--- src/rtl/rvc_pkg.sv ---
// rtl/rvc_pkg.sv - shared RV32I/RVC constants, packer state type and byte-lane helper
package rvc_pkg;

    localparam logic [6:0] OPC_OP_IMM = 7'b0010011;
    localparam logic [6:0] OPC_OP     = 7'b0110011;
    localparam logic [6:0] OPC_LOAD   = 7'b0000011;
    localparam logic [6:0] OPC_STORE  = 7'b0100011;

    localparam logic [2:0] F3_ADD     = 3'b000;
    localparam logic [2:0] F3_WORD    = 3'b010;

    localparam logic [6:0] F7_ADD     = 7'b0000000;

    localparam logic [15:0] C_NOP     = 16'h0001;

    typedef enum logic [0:0] {
        ST_EMPTY = 1'b0,
        ST_HALF  = 1'b1
    } pack_state_t;

    // Little-endian packed word to cache byte-lane order.
    function automatic logic [31:0] byte_rev(input logic [31:0] p);
        return {p[7:0], p[15:8], p[23:16], p[31:24]};
    endfunction

endpackage

--- src/rtl/rvc_compressor.sv ---
// rtl/rvc_compressor.sv - combinational RV32I to RVC encoder for LI/ADDI/MV/ADD/LW/SW
module rvc_compressor
    import rvc_pkg::*;
(
    input  logic [31:0] instr,
    output logic        is_c,
    output logic [15:0] c_instr
);

    logic [6:0] opc;
    logic [2:0] f3;
    logic [6:0] f7;
    logic [4:0] rd;
    logic [4:0] rs1;
    logic [4:0] rs2;
    logic       imm6_ok;

    assign opc     = instr[6:0];
    assign rd      = instr[11:7];
    assign f3      = instr[14:12];
    assign rs1     = instr[19:15];
    assign rs2     = instr[24:20];
    assign f7      = instr[31:25];
    // I-immediate fits a signed 6-bit field when bits [11:5] are all sign copies
    assign imm6_ok = (instr[31:25] == {7{instr[25]}});

    // Recognise each compressible form and build its 16-bit encoding
    always_comb begin
        is_c    = 1'b0;
        c_instr = 16'h0000;
        case (opc)
            OPC_OP_IMM: begin
                if (f3 == F3_ADD && rd != 5'd0 && imm6_ok) begin
                    if (rs1 == 5'd0) begin
                        is_c    = 1'b1;
                        c_instr = {3'b010, instr[25], rd, instr[24:20], 2'b01};
                    end else if (rs1 == rd && instr[31:20] != 12'd0) begin
                        is_c    = 1'b1;
                        c_instr = {3'b000, instr[25], rd, instr[24:20], 2'b01};
                    end
                end
            end
            OPC_OP: begin
                if (f3 == F3_ADD && f7 == F7_ADD && rd != 5'd0 && rs2 != 5'd0) begin
                    if (rs1 == 5'd0) begin
                        is_c    = 1'b1;
                        c_instr = {4'b1000, rd, rs2, 2'b10};
                    end else if (rs1 == rd) begin
                        is_c    = 1'b1;
                        c_instr = {4'b1001, rd, rs2, 2'b10};
                    end
                end
            end
            OPC_LOAD: begin
                // offset = instr[31:20]; must be 0..124 and word aligned
                if (f3 == F3_WORD && rd[4:3] == 2'b01 && rs1[4:3] == 2'b01
                    && instr[31:27] == 5'd0 && instr[21:20] == 2'd0) begin
                    is_c    = 1'b1;
                    c_instr = {3'b010, instr[25:23], rs1[2:0], instr[22], instr[26],
                               rd[2:0], 2'b00};
                end
            end
            OPC_STORE: begin
                // offset = {instr[31:25], instr[11:7]}
                if (f3 == F3_WORD && rs2[4:3] == 2'b01 && rs1[4:3] == 2'b01
                    && instr[31:27] == 5'd0 && instr[8:7] == 2'd0) begin
                    is_c    = 1'b1;
                    c_instr = {3'b110, instr[25], instr[11:10], rs1[2:0], instr[9], instr[26],
                               rs2[2:0], 2'b00};
                end
            end
            default: begin
                is_c    = 1'b0;
                c_instr = 16'h0000;
            end
        endcase
    end

endmodule

--- src/rtl/instr_packer.sv ---
// rtl/instr_packer.sv - packs instructions (RVC-compressed when RVC_COMPRESS_EN is defined) into 32-bit words
module instr_packer
    import rvc_pkg::*;
#(
    parameter logic [15:0] PAD_HALF = C_NOP
) (
    input  logic        clk,
    input  logic        rst_n,
    input  logic        in_valid,
    output logic        in_ready,
    input  logic [31:0] in_instr,
    input  logic        flush,
    output logic        out_valid,
    input  logic        out_ready,
    output logic [31:0] out_word
);

    pack_state_t state;
    pack_state_t state_n;
    logic [15:0] hold;
    logic [15:0] hold_n;
    logic        is_c;
    logic [15:0] c_instr;
    logic        accept;
    logic        do_flush;
    logic        emit;
    logic [31:0] emit_word;

`ifdef RVC_COMPRESS_EN
    rvc_compressor u_rvc_compressor (
        .instr   (in_instr),
        .is_c    (is_c),
        .c_instr (c_instr)
    );
`else
    // Without compression every instruction is emitted whole, so HALF is never entered
    assign is_c    = 1'b0;
    assign c_instr = 16'h0000;
`endif

    // The single output slot can take a new word when empty or draining this cycle
    assign in_ready = !out_valid || out_ready;
    assign accept   = in_valid && in_ready;
    assign do_flush = flush && !in_valid && in_ready && (state == ST_HALF);

    // Next-state, hold update and word to emit for the accepted instruction or flush
    always_comb begin
        state_n   = state;
        hold_n    = hold;
        emit      = 1'b0;
        emit_word = 32'h0000_0000;
        if (accept) begin
            if (state == ST_EMPTY) begin
                if (is_c) begin
                    hold_n  = c_instr;
                    state_n = ST_HALF;
                end else begin
                    emit      = 1'b1;
                    emit_word = in_instr;
                end
            end else begin
                emit = 1'b1;
                if (is_c) begin
                    emit_word = {c_instr, hold};
                    state_n   = ST_EMPTY;
                end else begin
                    // upper half of a straddling instruction waits for the next word
                    emit_word = {in_instr[15:0], hold};
                    hold_n    = in_instr[31:16];
                end
            end
        end else if (do_flush) begin
            emit      = 1'b1;
            emit_word = {PAD_HALF, hold};
            state_n   = ST_EMPTY;
        end
    end

    // Packing state and hold register
    always_ff @(posedge clk) begin
        if (!rst_n) begin
            state <= ST_EMPTY;
            hold  <= 16'h0000;
        end else begin
            state <= state_n;
            hold  <= hold_n;
        end
    end

    // Registered output slot; loads on emit, clears once the word is taken
    always_ff @(posedge clk) begin
        if (!rst_n) begin
            out_valid <= 1'b0;
            out_word  <= 32'h0000_0000;
        end else if (emit) begin
            out_valid <= 1'b1;
            out_word  <= byte_rev(emit_word);
        end else if (out_ready) begin
            out_valid <= 1'b0;
        end
    end

endmodule
--- config.mk ---
export PLATFORM = sky130hd
export DESIGN_NAME = instr_packer
export DESIGN_NICKNAME = d
export VERILOG_FILES = /design/src/rtl/rvc_pkg.sv /design/src/rtl/rvc_compressor.sv /design/src/rtl/instr_packer.sv
export SDC_FILE = /design/constraint.sdc
export NUM_CORES = 1
export LEC_CHECK = 0
export BUFFER_PORTS_ARGS = -buffer_cell sky130_fd_sc_hd__buf_2
export CORE_MARGIN = 5
export CORE_UTILIZATION = 35
export CTS_CLUSTER_DIAMETER = 60
export CTS_CLUSTER_SIZE = 8
export DETAILED_ROUTE_END_ITERATION = 7
export GPL_ROUTABILITY_DRIVEN = 0
export PLACE_DENSITY = 0.75
export SYNTH_ARGS = -nofsm -noshare
export SYNTH_HDL_FRONTEND = slang
export SYNTH_SLANG_ARGS = --single-unit
--- constraint.sdc ---
create_clock -name clk -period 1.7 [get_ports clk]
set_input_delay 0.17 -clock clk [delete_from_list [all_inputs] [get_ports clk]]
set_output_delay 0.17 -clock clk [all_outputs]
set_load 0.02 [all_outputs]
==> run_results.csv <==
group,metric,value,unit
placed_design,dp_slack,451,ps
pwr,clock_power_share,0.324,
pwr,powerDensity,954,nW/um2
logic_synthesis,synth_top_family_by_area,"multiplexers",
floorplan,die_h,72.3,um
timing,drv_slew,0,
clocking,holdBufCountCts,0,
routing,first_pass_iters,4,
clocking,cts-root-buf,"clkbuf_8",
floorplan,dieArea,5220,um2
timing,tightestPinTransition,551,ps
clocking,cts_max_level,2,
clocking,clock_latency,280,ps
worst_setup_path,arrival,1450,ps
global_route,grt_use_total,0.110,
run,cap_violations,0,
logic_synthesis,syn_avg_cell_area,9.43,um2
worst_setup_path,critPathLaunchType,"register",
logic_synthesis,synthSimpleGateAreaFrac,0.194,
global_route,grt_max_degree,66,
placed_design,dpl.hpwl,1.93,mm
worst_setup_path,path_class,"reg2reg",
clocking,cts_resized,0,
global_route,antenna_found_initial,0,
cells_and_area,syn_to_final_growth,29.7,%
logic_synthesis,yosysWarnings,0,
outcome,status,"complete, no violations",
routing,wl,2.73,mm
logic_synthesis,synth.cell_area,1360,um2
floorplan,core,3720,um2
cells_and_area,layout_common_cells,"buf_2, nand2_1, dfxtp_1",
floorplan,initial_core_util,0.365,
cells_and_area,nets,247,
timing,fin_tns_setup,0,ps
logic_synthesis,synth_cells,144,
clocking,cts.sink_count,33,
global_route,grt_remaining_overflow,0,
global_route,busiest_layer,"met2",
floorplan,die_width,72.3,um
timing,period_share,0.736,
pwr,share_comb_of_total_power,0.170,
timing,clock_skew,2.28,ps
pwr,leakage,0.923,nW
timing,period_needed,1250,ps
pwr,p_total,1.68,mW
cells_and_area,final_common_cell,"buf_2",
clocking,cts_max_path_buffers,2,
pwr,p_sw,443,uW
timing,setup_viol,0,
worst_setup_path,cp_max_fo,32,
timing,relSlewSlack,0.633,
routing,drtAntennaViolNets,0,
clocking,postCtsSetupBuffers,0,
global_route,grt_use_met3,0.0457,
cells_and_area,multiInputGateArea,591,um2
routing,wl_per_cell,10.5,um
clocking,cts_tree,"built",
timing,setup_ws,448,ps
routing,post-route-drc-count,0,
worst_setup_path,cp-end-kind,"register",
pwr,p_int,1.24,mW
logic_synthesis,yosys.area_share.adder,0,
worst_setup_path,required,1900,ps
logic_synthesis,synth_seq_area_share,0.487,
logic_synthesis,synthMuxAreaShare,0.236,
logic_synthesis,yosys_register_bits,33,
pwr,max-vdd-ir-drop,0.543,mV
global_route,met2_usage,0.178,
cells_and_area,fillCellCount,370,
cells_and_area,final_core_util,0.474,
cells_and_area,diodes,0,
pwr,p_sw_frac,0.264,
logic_synthesis,synth-compound-area-share,0.00553,
routing,drtIter0Drc,60,
timing,max_freq,0.799,GHz
cells_and_area,seqCellArea,661,um2
placed_design,port_buffers,69,
cells_and_area,final_cell_area,1760,um2
cells_and_area,drive_above_1_share,0.365,
routing,vias,1120,
routing,vias_per_cell,4.32,
logic_synthesis,syn-num-nets,181,
clocking,cts-buffers-inserted,5,
logic_synthesis,synth_xor_area_frac,0,
logic_synthesis,synth_cell_type_count,12,
timing,hold_viol_final,0,
timing,rsz0062_at_grt,"false",
global_route,grt_pass1_vias,1053,
floorplan,fp-row-count,22,
pwr,pwr-share-seq,0.506,
clocking,clk_pin_slew,60,ps
floorplan,io_pins,71,
placed_design,placed_cell_area,1680,um2
worst_hold_path,hp-class,"in2reg",
global_route,grt_pass1_wl,4.49,mm
global_route,use_met1,0.122,
## worst paths after layout
kind                                                 from                   endpoint  slack, ps  depth (start not counted)
worst max register to register     out_valid$_SDFFE_PN0P_  out_word[30]$_SDFFE_PN0P_        450                          3
worst min register to register  out_word[31]$_SDFFE_PN0P_  out_word[31]$_SDFFE_PN0P_        450                          2
worst min-delay path                         in_instr[13]  out_word[21]$_SDFFE_PN0P_        130                          3
worst max-delay path               out_valid$_SDFFE_PN0P_  out_word[30]$_SDFFE_PN0P_        450                          3
## sequential cells by signal (all words and copies together) (netlist names)
signal     flops
out_word      32
out_valid      1
## power by group through the flow
stage / Clock (mW) / Combinational, mW / Sequential (mW)
floorplan: 0 / 0.139 / 0.930
global placement: 0 / 0.286 / 0.864
detailed placement: 0 / 0.292 / 0.865
CTS: 0.569 / 0.292 / 0.850
global route: 0.609 / 0.316 / 0.856
finish: 0.544 / 0.286 / 0.849
## metal layers
metal	vias to the layer above	wire length, um	part of all wire
met5	-	0	0
met4	0	59	0.022
met3	8	306	0.11
met2	41	1250	0.46
met1	485	1110	0.41
li1	586	-	-
## synth_stat cells
cell type,number,area [um2]
buf_6,1,11.3
a21boi_0,1,7.51
nand2_1,64,240
dfxtp_1,33,661
buf_12,3,60.1
nand2b_4,1,13.8
buf_4,1,7.51
buf_2,1,5.00
inv_1,1,3.75
clkbuf_1,5,18.8
and2_4,1,8.76
mux2i_1,32,320
## metrics by stage
step                hold WS (ps)  cells
floorplan                    309    144
global placement             417    251
detailed placement           425    251
CTS                          122    259
global route                 126    259
finish                       133    259
## cells by family after synthesis
logic type      after synthesis
compound gates                1
mux                          32
buf+inv                      12
flops                        33
simple gates                 66
## layout make-up
class / count / area share
clock buffers: 8 / 0.0455
inverters: 1 / 0.00213
multi-input cells: 99 / 0.335
flip-flops and latches: 33 / 0.375
well taps: 48 / 0.0341
repair buffers: 70 / 0.208
## worst max-delay path, stage by stage (launching register included)
cell      delay [ps]
dfxtp_1          330
nand2b_4          70
and2_4           490
mux2i_1          250
(Power assumes the default switching activity.)
